==> config.mk <==
export PLATFORM = sky130hd
export DESIGN_NAME = w_reg_write_stage
export DESIGN_NICKNAME = d
export VERILOG_FILES = /design/src/rtl/w_reg_write_stage.sv
export SDC_FILE = /design/constraint.sdc
export NUM_CORES = 1
export LEC_CHECK = 0
export ABC_AREA = 0
export CAP_MARGIN = 20
export CORE_AREA = 8 8 129 131
export DETAILED_ROUTE_END_ITERATION = 7
export DIE_AREA = 0 0 137 139
export PLACE_DENSITY = 0.75
export SETUP_SLACK_MARGIN = 0.02
export SYNTH_ARGS = -nofsm -noshare
export SYNTH_HDL_FRONTEND = slang
export SYNTH_SLANG_ARGS = --single-unit
==> constraint.sdc <==
create_clock -name clk -period 5 [get_ports clk]
set_input_delay 1 -clock clk [delete_from_list [all_inputs] [get_ports clk]]
set_output_delay 1 -clock clk [all_outputs]
set_load 0.01 [all_outputs]
==> src/rtl/w_reg_write_stage.sv <==
`default_nettype none
// ============================================================================
// Module      : w_reg_write_stage
// Description : W pipeline register and register-file writeback mux with
//               optional load-data extension (build macro W_LOAD_EXT_EN).
// Revision    : 1.0 - initial release
// ============================================================================
module w_reg_write_stage #(
    parameter int DATA_W   = 32,
    parameter int NSRC     = 4,
    parameter int SEL_W    = 3,
    parameter int LOAD_IDX = 1
) (
    input  logic                   clk,
    input  logic                   reset,
    input  logic                   stall,
    input  logic                   flush,
    input  logic                   m_valid,
    input  logic                   m_we,
    input  logic [4:0]             m_rd,
    input  logic [SEL_W-1:0]       m_sel,
    input  logic [NSRC*DATA_W-1:0] m_src,
    input  logic [1:0]             m_addr_lo,
    input  logic [2:0]             m_ld_type,
    output logic                   w_rf_we,
    output logic [4:0]             w_rf_addr,
    output logic [DATA_W-1:0]      w_rf_wdata,
    output logic                   w_valid
);

    localparam logic [2:0] c_LD_LB  = 3'd1;
    localparam logic [2:0] c_LD_LBU = 3'd2;
    localparam logic [2:0] c_LD_LH  = 3'd3;
    localparam logic [2:0] c_LD_LHU = 3'd4;

    logic                   r_valid;
    logic                   r_we;
    logic [4:0]             r_rd;
    logic [SEL_W-1:0]       r_sel;
    logic [NSRC*DATA_W-1:0] r_src;
    logic [1:0]             r_addrLo;
    logic [2:0]             r_ldType;

    // Flush wins over stall so a squashed instruction can never be held in W.
    always_ff @(posedge clk or posedge reset) begin
        if (reset) begin
            r_valid  <= 1'b0;
            r_we     <= 1'b0;
            r_rd     <= '0;
            r_sel    <= '0;
            r_src    <= '0;
            r_addrLo <= '0;
            r_ldType <= '0;
        end else if (flush) begin
            r_valid <= 1'b0;
            r_we    <= 1'b0;
        end else if (!stall) begin
            r_valid  <= m_valid;
            r_we     <= m_we;
            r_rd     <= m_rd;
            r_sel    <= m_sel;
            r_src    <= m_src;
            r_addrLo <= m_addr_lo;
            r_ldType <= m_ld_type;
        end
    end

    logic [DATA_W-1:0] w_srcArr [NSRC];

    for (genvar k = 0; k < NSRC; k++) begin : g_unpack
        assign w_srcArr[k] = r_src[k*DATA_W +: DATA_W];
    end

    // Out-of-range selects fall through to the zero default.
    logic [DATA_W-1:0] w_selData;
    always_comb begin
        w_selData = '0;
        for (int k = 0; k < NSRC; k++) begin
            if (r_sel == SEL_W'(k)) w_selData = w_srcArr[k];
        end
    end

    logic [DATA_W-1:0] w_ldData;

`ifdef W_LOAD_EXT_EN
    logic [7:0]  w_byte;
    logic [15:0] w_half;

    always_comb begin
        w_byte = 8'h00;
        case (r_addrLo)
            2'd0:    w_byte = w_selData[7:0];
            2'd1:    w_byte = w_selData[15:8];
            2'd2:    w_byte = w_selData[23:16];
            default: w_byte = w_selData[31:24];
        endcase
        w_half = r_addrLo[1] ? w_selData[31:16] : w_selData[15:0];
    end

    always_comb begin
        w_ldData = w_selData;
        case (r_ldType)
            c_LD_LB:  w_ldData = {{(DATA_W-8){w_byte[7]}}, w_byte};
            c_LD_LBU: w_ldData = {{(DATA_W-8){1'b0}}, w_byte};
            c_LD_LH:  w_ldData = {{(DATA_W-16){w_half[15]}}, w_half};
            c_LD_LHU: w_ldData = {{(DATA_W-16){1'b0}}, w_half};
            default:  w_ldData = w_selData;
        endcase
    end
`else
    // Load type and address bits are captured but have no effect in this build.
    logic w_unusedLoadBits;
    assign w_unusedLoadBits = ^{r_addrLo, r_ldType, c_LD_LB, c_LD_LBU, c_LD_LH, c_LD_LHU};
    assign w_ldData         = w_selData;
`endif

    logic [DATA_W-1:0] w_wdataPre;
    assign w_wdataPre = (r_sel == SEL_W'(LOAD_IDX)) ? w_ldData : w_selData;

    assign w_rf_we    = r_valid & r_we & (r_rd != 5'd0);
    assign w_rf_addr  = r_rd;
    assign w_rf_wdata = w_rf_we ? w_wdataPre : '0;
    assign w_valid    = r_valid;

endmodule
`default_nettype wire

==> out/results.ini <==
[pwr]
pwr-share-seq_pct = 45.1
sw_frac_of_total_pct = 25.7
p_clk_share_pct = 38.0
irDropWorstVdd_v = 0.000239
p_switching_mw = 0.790
p_per_area_mw_per_mm2 = 359
fin_total_pwr_mw = 3.07
combPwrFrac_pct = 16.9
power_leakage_nw = 3.34
internal_power_mw = 2.28

[finish]
fin_cells = 812
antenna_cells = 0
final_layout_size_suffix_gt1_share_pct = 22.4
most-common-layout-cells = 180 x clkdlybuf4s50_1, 138 x dfrtp_1, 96 x mux2_2
fin_nets = 759
final_area_mm2 = 0.00854
final_common_cell = clkdlybuf4s50_1
area_delta_synth_final_pct = 41.3

[floorplanning]
row_count = 45
die_height_um = 139
core_area_mm2 = 0.0148
die-area_mm2 = 0.0190
ios = 186
die_x_um = 137
initial_core_util_pct = 41.0

[sta]
fmax_ghz = 0.235
setup_viol = 0
worst_slew_pin_slew_ns = 1.00
slew_viol_final = 0
maxSlewHeadroom_pct = 32.8
setup_tns_ns = 0
hold_viol = 0
finClkSkew_ns = 0
period_share_pct = 85.3
post-route-min-period_ns = 4.26
rsz0062_at_grt = false

[setup_path]
critPathCaptureType = output port
cp_slowest_cell = nor2b_4
cp.required_ns = 4.00
critPathMaxFanout = 32
path_class = flop to output port
path_cells = nor2b_4 -> a22oi_1 -> a31oi_1 -> clkdlybuf4s50_1
cp.arrival_ns = 3.26
r2r.worst_path.cells = 2
r2r-end = r_sel[1]
critPathMaxStageDelay_ns = 0.91
r2r-start = r_sel[1]
cp-startpoint = r_sel[0]
start_kind = flop
r2r_slack_ns = 3.52

[route]
remaining_drc_errors = 0
m1WireLength_um = 7240
maxUsedRoutingLayer = met4
routed-wl-met3_um = 1300
wl_per_cell_um = 20.6
dr_wl_met2_um = 8050
drt_iter0_drc = 280
ant_nets = 0
routed_wirelength_um = 16700
viasPerCell = 5.29
drtPass1Iterations = 4
dr_total_vias = 4295

[placement]
dpl.cell_count = 781
place_area_mm2 = 0.00798
gp_congestion = 0.770
dp_hpwl_um = 11600
port_buffers = 180

[hold_path]
hp-class = flop to flop
holdPathEnd = r_src[51]
min_path_cells = 1
worstHoldStart = r_src[51]

[clocking]
insertion_delay_ns = 0.41
cts_resized = 0
clockRootBuffer = clkbuf_16
hold_buffers = 0
clk_pin_slew_ns = 0.06
cts_made_buffers = 17
cts_max_path_buffers = 2
cts.sinks = 138
htreeDepth = 4
post_cts_buffers = 0
cts_tree = built

[logic_synthesis]
synthArstFlopShare_pct = 100
synth-edff-count = 0
synthCells = 442
yosysSeqAreaShare_pct = 57.1
synth.avg_cell_area_um2 = 13.7
synth_nets = 589
ys_types = 23
synth_area_mm2 = 0.00604
synth-seq-cells = 138
synthFlopType = dfrtp_1
synth-warning-count = 0

[grt]
antenna_found_initial = 0
grt_pass1_wl_um = 26100
grt_use_total_pct = 17.8
grt_max_degree = 108
grt_pass1_vias = 4733
grt-ovfl-total = 0

[outcome]
status = finished, final reports clean

[flow_run]
drv_cap = 0

[registers in the layout (all words and copies together), names as in the netlist]
register	count
r_src	128
r_sel	3
r_we	1
w_valid	1
w_rf_addr	5
[metrics by stage]
stage,utilization (%),hold slack [ns],setup WS [ns]
3_5_place_dp,54.1,0.477,1.13
2_1_floorplan,-,0.458,0.304
4_1_cts,57.9,0.493,0.665
6_report,57.9,0.488,0.737
3_3_place_gp,53.9,0.468,1.17
5_1_grt,57.9,0.505,0.527
[routing by layer]
metal / up-vias / global-route usage, %
met2: 135 / 27.9
met4: 0 / 4.29
met3: 9 / 7.10
met1: 2156 / 22.5
met5: - / 0
li1: 1995 / -
[worst max-delay path, delay by kind of cell (launching register included)]
family | cells | cell delay [ns]
buf+inv | 1 | 0.59
compound gates | 2 | 0.56
simple gates | 1 | 0.91
flops | 1 | 0.78
[worst max-delay path by stage]
stage,end,slack (ns),depth (start not counted)
final,w_rf_wdata[14],0.74,4
after global placement,w_rf_wdata[4],1.17,4
after global routing,w_rf_wdata[13],0.53,4
after floorplan,r_sel[0],0.30,1
after detailed placement,w_rf_wdata[13],1.13,4
after CTS,w_rf_wdata[13],0.66,4
[cells by family (layout without fill, tap and decap cells)]
group | count (synthesis) | count (layout) | synth area share (%)
and+or+nand+nor | 30 | 30 | 2.17
DFF | 138 | 138 | 57.1
buffers and inverters | 38 | 220 | 3.52
muxes | 138 | 138 | 25.7
AOI/OAI and AO/OA | 98 | 98 | 11.5
[power by group through the flow]
stage | clock (mW) | sequential [mW] | combinational [mW]
finish | 1.17 | 1.38 | 0.520
floorplan | 0 | 1.36 | 0.325
global placement | 0 | 1.39 | 0.508
CTS | 1.19 | 1.38 | 0.528
detailed placement | 0 | 1.40 | 0.526
global route | 1.24 | 1.40 | 0.565
[Yosys cell counts, types with 3 or more instances]
master    count  area [um^2]
o211ai_1     20          150
clkbuf_1      9         33.8
dfrtp_1     138         3450
a21oi_1      13         65.1
buf_2        20          100
buf_6         5         56.3
nand2_1      21         78.8
a22oi_1      32          240
a31oi_1      20          125
o221ai_1     12          105
mux2_2       96         1080
nor2_1        3         11.3
mux2_1       40          450
[cell type report]
class	instances	area, um^2
flip-flops and latches	138	3450
well taps	188	235
inverters	1	8.76
repair buffers	188	1890
multi-input cells	266	2390
clock inverters	12	101
clock buffers	19	453
fillers	1193	6210
No activity file was read; power rests on OpenSTA's default activity.
==> patch 1 (config.mk and constraints unchanged) <==
Reset style: synchronous (`reset`), changed in one clocked block.
--- a/src/rtl/w_reg_write_stage.sv
+++ b/src/rtl/w_reg_write_stage.sv
@@ -44,3 +44,3 @@
     // Flush wins over stall so a squashed instruction can never be held in W.
-    always_ff @(posedge clk or posedge reset) begin
+    always_ff @(posedge clk) begin
         if (reset) begin
Check against the original RTL: differs if reset is asserted again (counterexample within 4 cycles, from zero or initial values and one cycle with reset high); with reset held inactive, the same outputs for 10 cycles.
==> patch 1 against the unedited design <==
- non-clock buffer count is 1 higher
- cell area is 6.0% lower
- power down 7.9%
- die area stayed put
- routed wire length increased by 6.2%
- via count rose by 29%
- maximum frequency grew 5.6%
- sequential cell count stayed put
- sequential power fell by 14%
- worst hold slack lost 39 ps
- setup slack better by 230 ps
- clock power is 17% higher
- area after synthesis down 7.5%
==> patch 1: results (changes against the unedited design) <==
| Metric | Value |
|---|---|
| Outcome | completed |
| Complex-gate fraction of the synthesized area | 0.241 (+0.126) |
| Setup slack at placement | 1370 ps (+238 ps) |
| Post-synthesis sequential area ratio | 0.494 (-0.0772) |
| Mux share of post-synthesis cell area | 0.00358 (-0.253) |
| DP Area | 7380 um^2 (-7.6%) |
| Root Driver | clkbuf_16 |
| Post-detail-place hpwl | 11.7 mm (+0.66%) |
| Met1 WL | 7.78 mm (+7.3%) |
| Final core area utilization | 0.544 (-0.0349) |
| Pre-antenna DRT Iters | 5 (+1) |
| Synth top area cells | dfxtp_1 (49%), nand2_1 (19%), a21oi_1 (14%) |
| Met2 WL | 8.57 mm (+6.4%) |
| DRT iter0 DRCs | 438 (+56%) |
| Post-CTS sizing | 0 (unchanged) |
| Final net count | 1024 (+35%) |
| Drt wl/cell | 16.5 um (-20%) |
| Placed cell count | 1046 (+34%) |
| DRT Wirelength | 17.7 mm (+6.2%) |
| Met2 Use GR | 0.300 (+0.0213) |
| DR top layer | met4 |
| Cell variety after synth | 22 (-4.3%) |
| Routability Congestion | 0.787 (+2.2%) |
| DR vias | 5561 (+29%) |
| Aggregate global-route resource usage | 0.185 (+0.00633) |
| Relative slew slack | 0.306 (-0.0224) |
| Share of cells above drive strength 1 | 0.0472 (-0.177) |
| Yosys warnings | 0 (unchanged) |
| Max FO, Critical Path | 16 (-50%) |
| Pleak | 2.73 nW (-18%) |
| FILL cells | 1368 (+15%) |
| Largest net degree at the start of global routing | 94 (-13%) |
| First-pass GRT wire length | 27.9 mm (+7.0%) |
| GR met1 Demand/Resource | 0.226 (+0.000820) |
| WL met3 | 1.16 mm (-11%) |
| Max rail drop VDD | 0.225 mV (-5.7%) |
| Synth Instances | 735 (+66%) |
| Met3 usage | 0.0525 (-0.0185) |
| Syn nets | 882 (+50%) |
| Commonest cells post-synth | nand2_1 (284), a21oi_1 (158), dfxtp_1 (138), clkbuf_1 (34), a22oi_1 (32) |
| Vias in the first global route | 5485 (+16%) |
| Crit path DAT | 3040 ps (-220 ps) |
| Ys async rst share | 0 (-1.00) |
==> patch 1: final timing paths <==
path / from / endpoint / slack (ps) / depth (start not counted)
hold reg to reg: r_src[121] / r_src[121] / 450 / 2
setup reg to reg: r_sel[1] / r_sel[1] / 3770 / 2
setup / recovery: r_sel[1] / w_rf_wdata[29] / 960 / 4
hold / removal: r_src[121] / r_src[121] / 450 / 2
==> patch 1: worst max-delay path: stages, from the launching register on <==
cell and delay, ps:
dfxtp_1 880, nor2b_1 760, nand2_1 110, a31oi_1 280
clkdlybuf4s50_1 590
==> patch 1: layout make-up <==
type / instances / share of cell area
flip-flops and latches: 138 / 0.344
multi-input cells: 531 / 0.314
repair buffers: 189 / 0.233
clock buffers: 23 / 0.0596
well taps: 188 / 0.0293
clock inverters: 8 / 0.0206
==> patch 1: power breakdown <==
group / total, mW / switching (mW) / internal, mW
clock network: 1.37 / 0.453 / 0.920
registers: 1.18 / 0.0296 / 1.15
logic: 0.274 / 0.129 / 0.145
total: 2.83 / 0.611 / 2.22
==> patch 2 (config.mk and constraints unchanged) <==
Without the edit above. Set the parameter `SEL_W` to 4 (it was 3).
--- a/src/rtl/w_reg_write_stage.sv
+++ b/src/rtl/w_reg_write_stage.sv
@@ -10,3 +10,3 @@
     parameter int NSRC     = 4,
-    parameter int SEL_W    = 3,
+    parameter int SEL_W    = 4,
     parameter int LOAD_IDX = 1
Interface: changed (resized m_sel); port bits go from 186 to 187. No check against the original RTL was run, so the function may have changed too.
==> patch 2 against the unedited design <==
- register-to-register slack gained 130 ps
- die area unchanged
- power is 4.7% higher
- cell area rose by 4.0%
- area after synthesis is 4.9% higher
- routed wire length fell by 13%
- setup slack better by 540 ps
- sequential cell count increased by 1
- largest cell class unchanged
- largest power group unchanged
==> patch 2: results (changes against the unedited design) <==
| Metric | Value |
|---|---|
| Pleak | 3.57 nW (+7.1%) |
| I/O Buffers | 181 (+0.56%) |
| Num CTS Buffers | 17 (unchanged) |
| # diodes | 0 (unchanged) |
| Switching Share | 0.218 (-0.0390) |
| H-tree Lvls | 4 (unchanged) |
| Vias in the first global route | 4422 (-6.6%) |
| Post-CTS sizing | 0 (unchanged) |
| Post-CTS Setup Inserts | 0 (unchanged) |
| Synth Area in XOR/XNOR | 0 (unchanged) |
| Synth Instances | 376 (-15%) |
| Syn nets | 524 (-11%) |
| Vias/cell | 5.13 (-3.1%) |
| DRT iter0 DRCs | 142 (-49%) |
| Share of cells above drive strength 1 | 0.330 (+0.106) |
| Synth top area cells | dfrtp_1 (55%), mux2_2 (24%), mux4_1 (10%) |
| Outcome | completed |
| Routability Congestion | 0.731 (-5.1%) |
| DR vias | 3880 (-9.7%) |
| Post-Synth Adder-Cell Area | 0 (unchanged) |
| Kind of critical path | reg -> out |
| R2r setup slk | 3650 ps (+130 ps) |
| Initial antenna violation count | 0 (unchanged) |
| Max reg flops | 128 (unchanged) |
| Post-detail-place hpwl | 10.3 mm (-11%) |
| Commonest cells post-synth | dfrtp_1 (139), mux2_2 (137), nor2b_1 (32), mux4_1 (25), buf_2 (12) |
| Hold Startpoint | r_src[38] |
| Largest net degree at the start of global routing | 93 (-14%) |
| First-pass GRT wire length | 23.4 mm (-11%) |
| Max FO, Critical Path | 33 (+3.1%) |
| Cell variety after synth | 17 (-26%) |
| Final net count | 705 (-7.1%) |
| Relative slew slack | 0.368 (+0.0399) |
| Mux share of post-synthesis cell area | 0.375 (+0.118) |
| Post-synthesis sequential area ratio | 0.548 (-0.0230) |
| Hold path cells | 1 (unchanged) |
| Reg2Reg Depth | 1 (-1) |
| Complex-gate fraction of the synthesized area | 0.00493 (-0.110) |
| CTS Hold Buffers Added | 0 (unchanged) |
| Pre-antenna DRT Iters | 4 (unchanged) |
| Drt wl/cell | 19.3 um (-6.2%) |
| CP endpoint | w_rf_wdata[25] |
| Crit path DAT | 2720 ps (-540 ps) |
| FILL cells | 1146 (-3.9%) |
| Hold Crit Endpoint | r_src[38] |
| Clock Skew | 0 ps (unchanged) |
| Max rail drop VDD | 0.239 mV (-0.18%) |
| Placed cell count | 725 (-7.2%) |
| Aggregate global-route resource usage | 0.158 (-0.0207) |
-- patch 2: critical path, cell delays in order, from the launching register on --
cell             delay [ps]
dfrtp_2                 990
mux4_1                  640
nor2b_1                 140
clkdlybuf4s50_1         530
-- patch 2: power groups by stage --
stage / Combinational, mW / Clock (mW) / Sequential (mW)
final: 0.507 / 1.30 / 1.41
after global routing: 0.546 / 1.38 / 1.44
after floorplan: 0.386 / 0 / 1.36
after detailed placement: 0.512 / 0 / 1.43
after CTS: 0.514 / 1.33 / 1.41
after global placement: 0.493 / 0 / 1.42
-- patch 2: cell type report --
class                           instances  share of cell area
Sequential cell                       139               0.392
Multi-Input combinational cell        210               0.299
Timing Repair Buffer                  188               0.212
Clock buffer                           19              0.0499
Tap cell                              188              0.0265
Clock inverter                         12              0.0195
Inverter                                1            0.000987
-- patch 2: kinds of logic (layout without fill, tap and decap cells) --
kind of cell           after synthesis  in the layout
buffers and inverters               27            220
AOI/OAI and AO/OA                    2              2
DFF                                139            139
and+or+nand+nor                     37             37
muxes                              171            171
-- patch 2: per-stage QoR --
stage	util	instance area, um^2	power (mW)	hold slack (ps)	worst slack [ps]
detailed placement	0.558	8230	1.94	488	1640
floorplan	-	6340	1.75	472	275
global placement	0.558	8230	1.91	481	1650
CTS	0.600	8850	3.26	500	1190
finish	0.602	8880	3.21	495	1280
global route	0.602	8880	3.36	505	1130
-- patch 2: per-layer routing --
metal,wire length [um],share of wire,GRT usage,vias to the layer above
met4,216,0.015,0.0463,0
met2,7160,0.49,0.251,118
li1,-,-,-,1764
met3,1500,0.10,0.0775,17
met1,5710,0.39,0.183,1981
met5,0,0,0,-
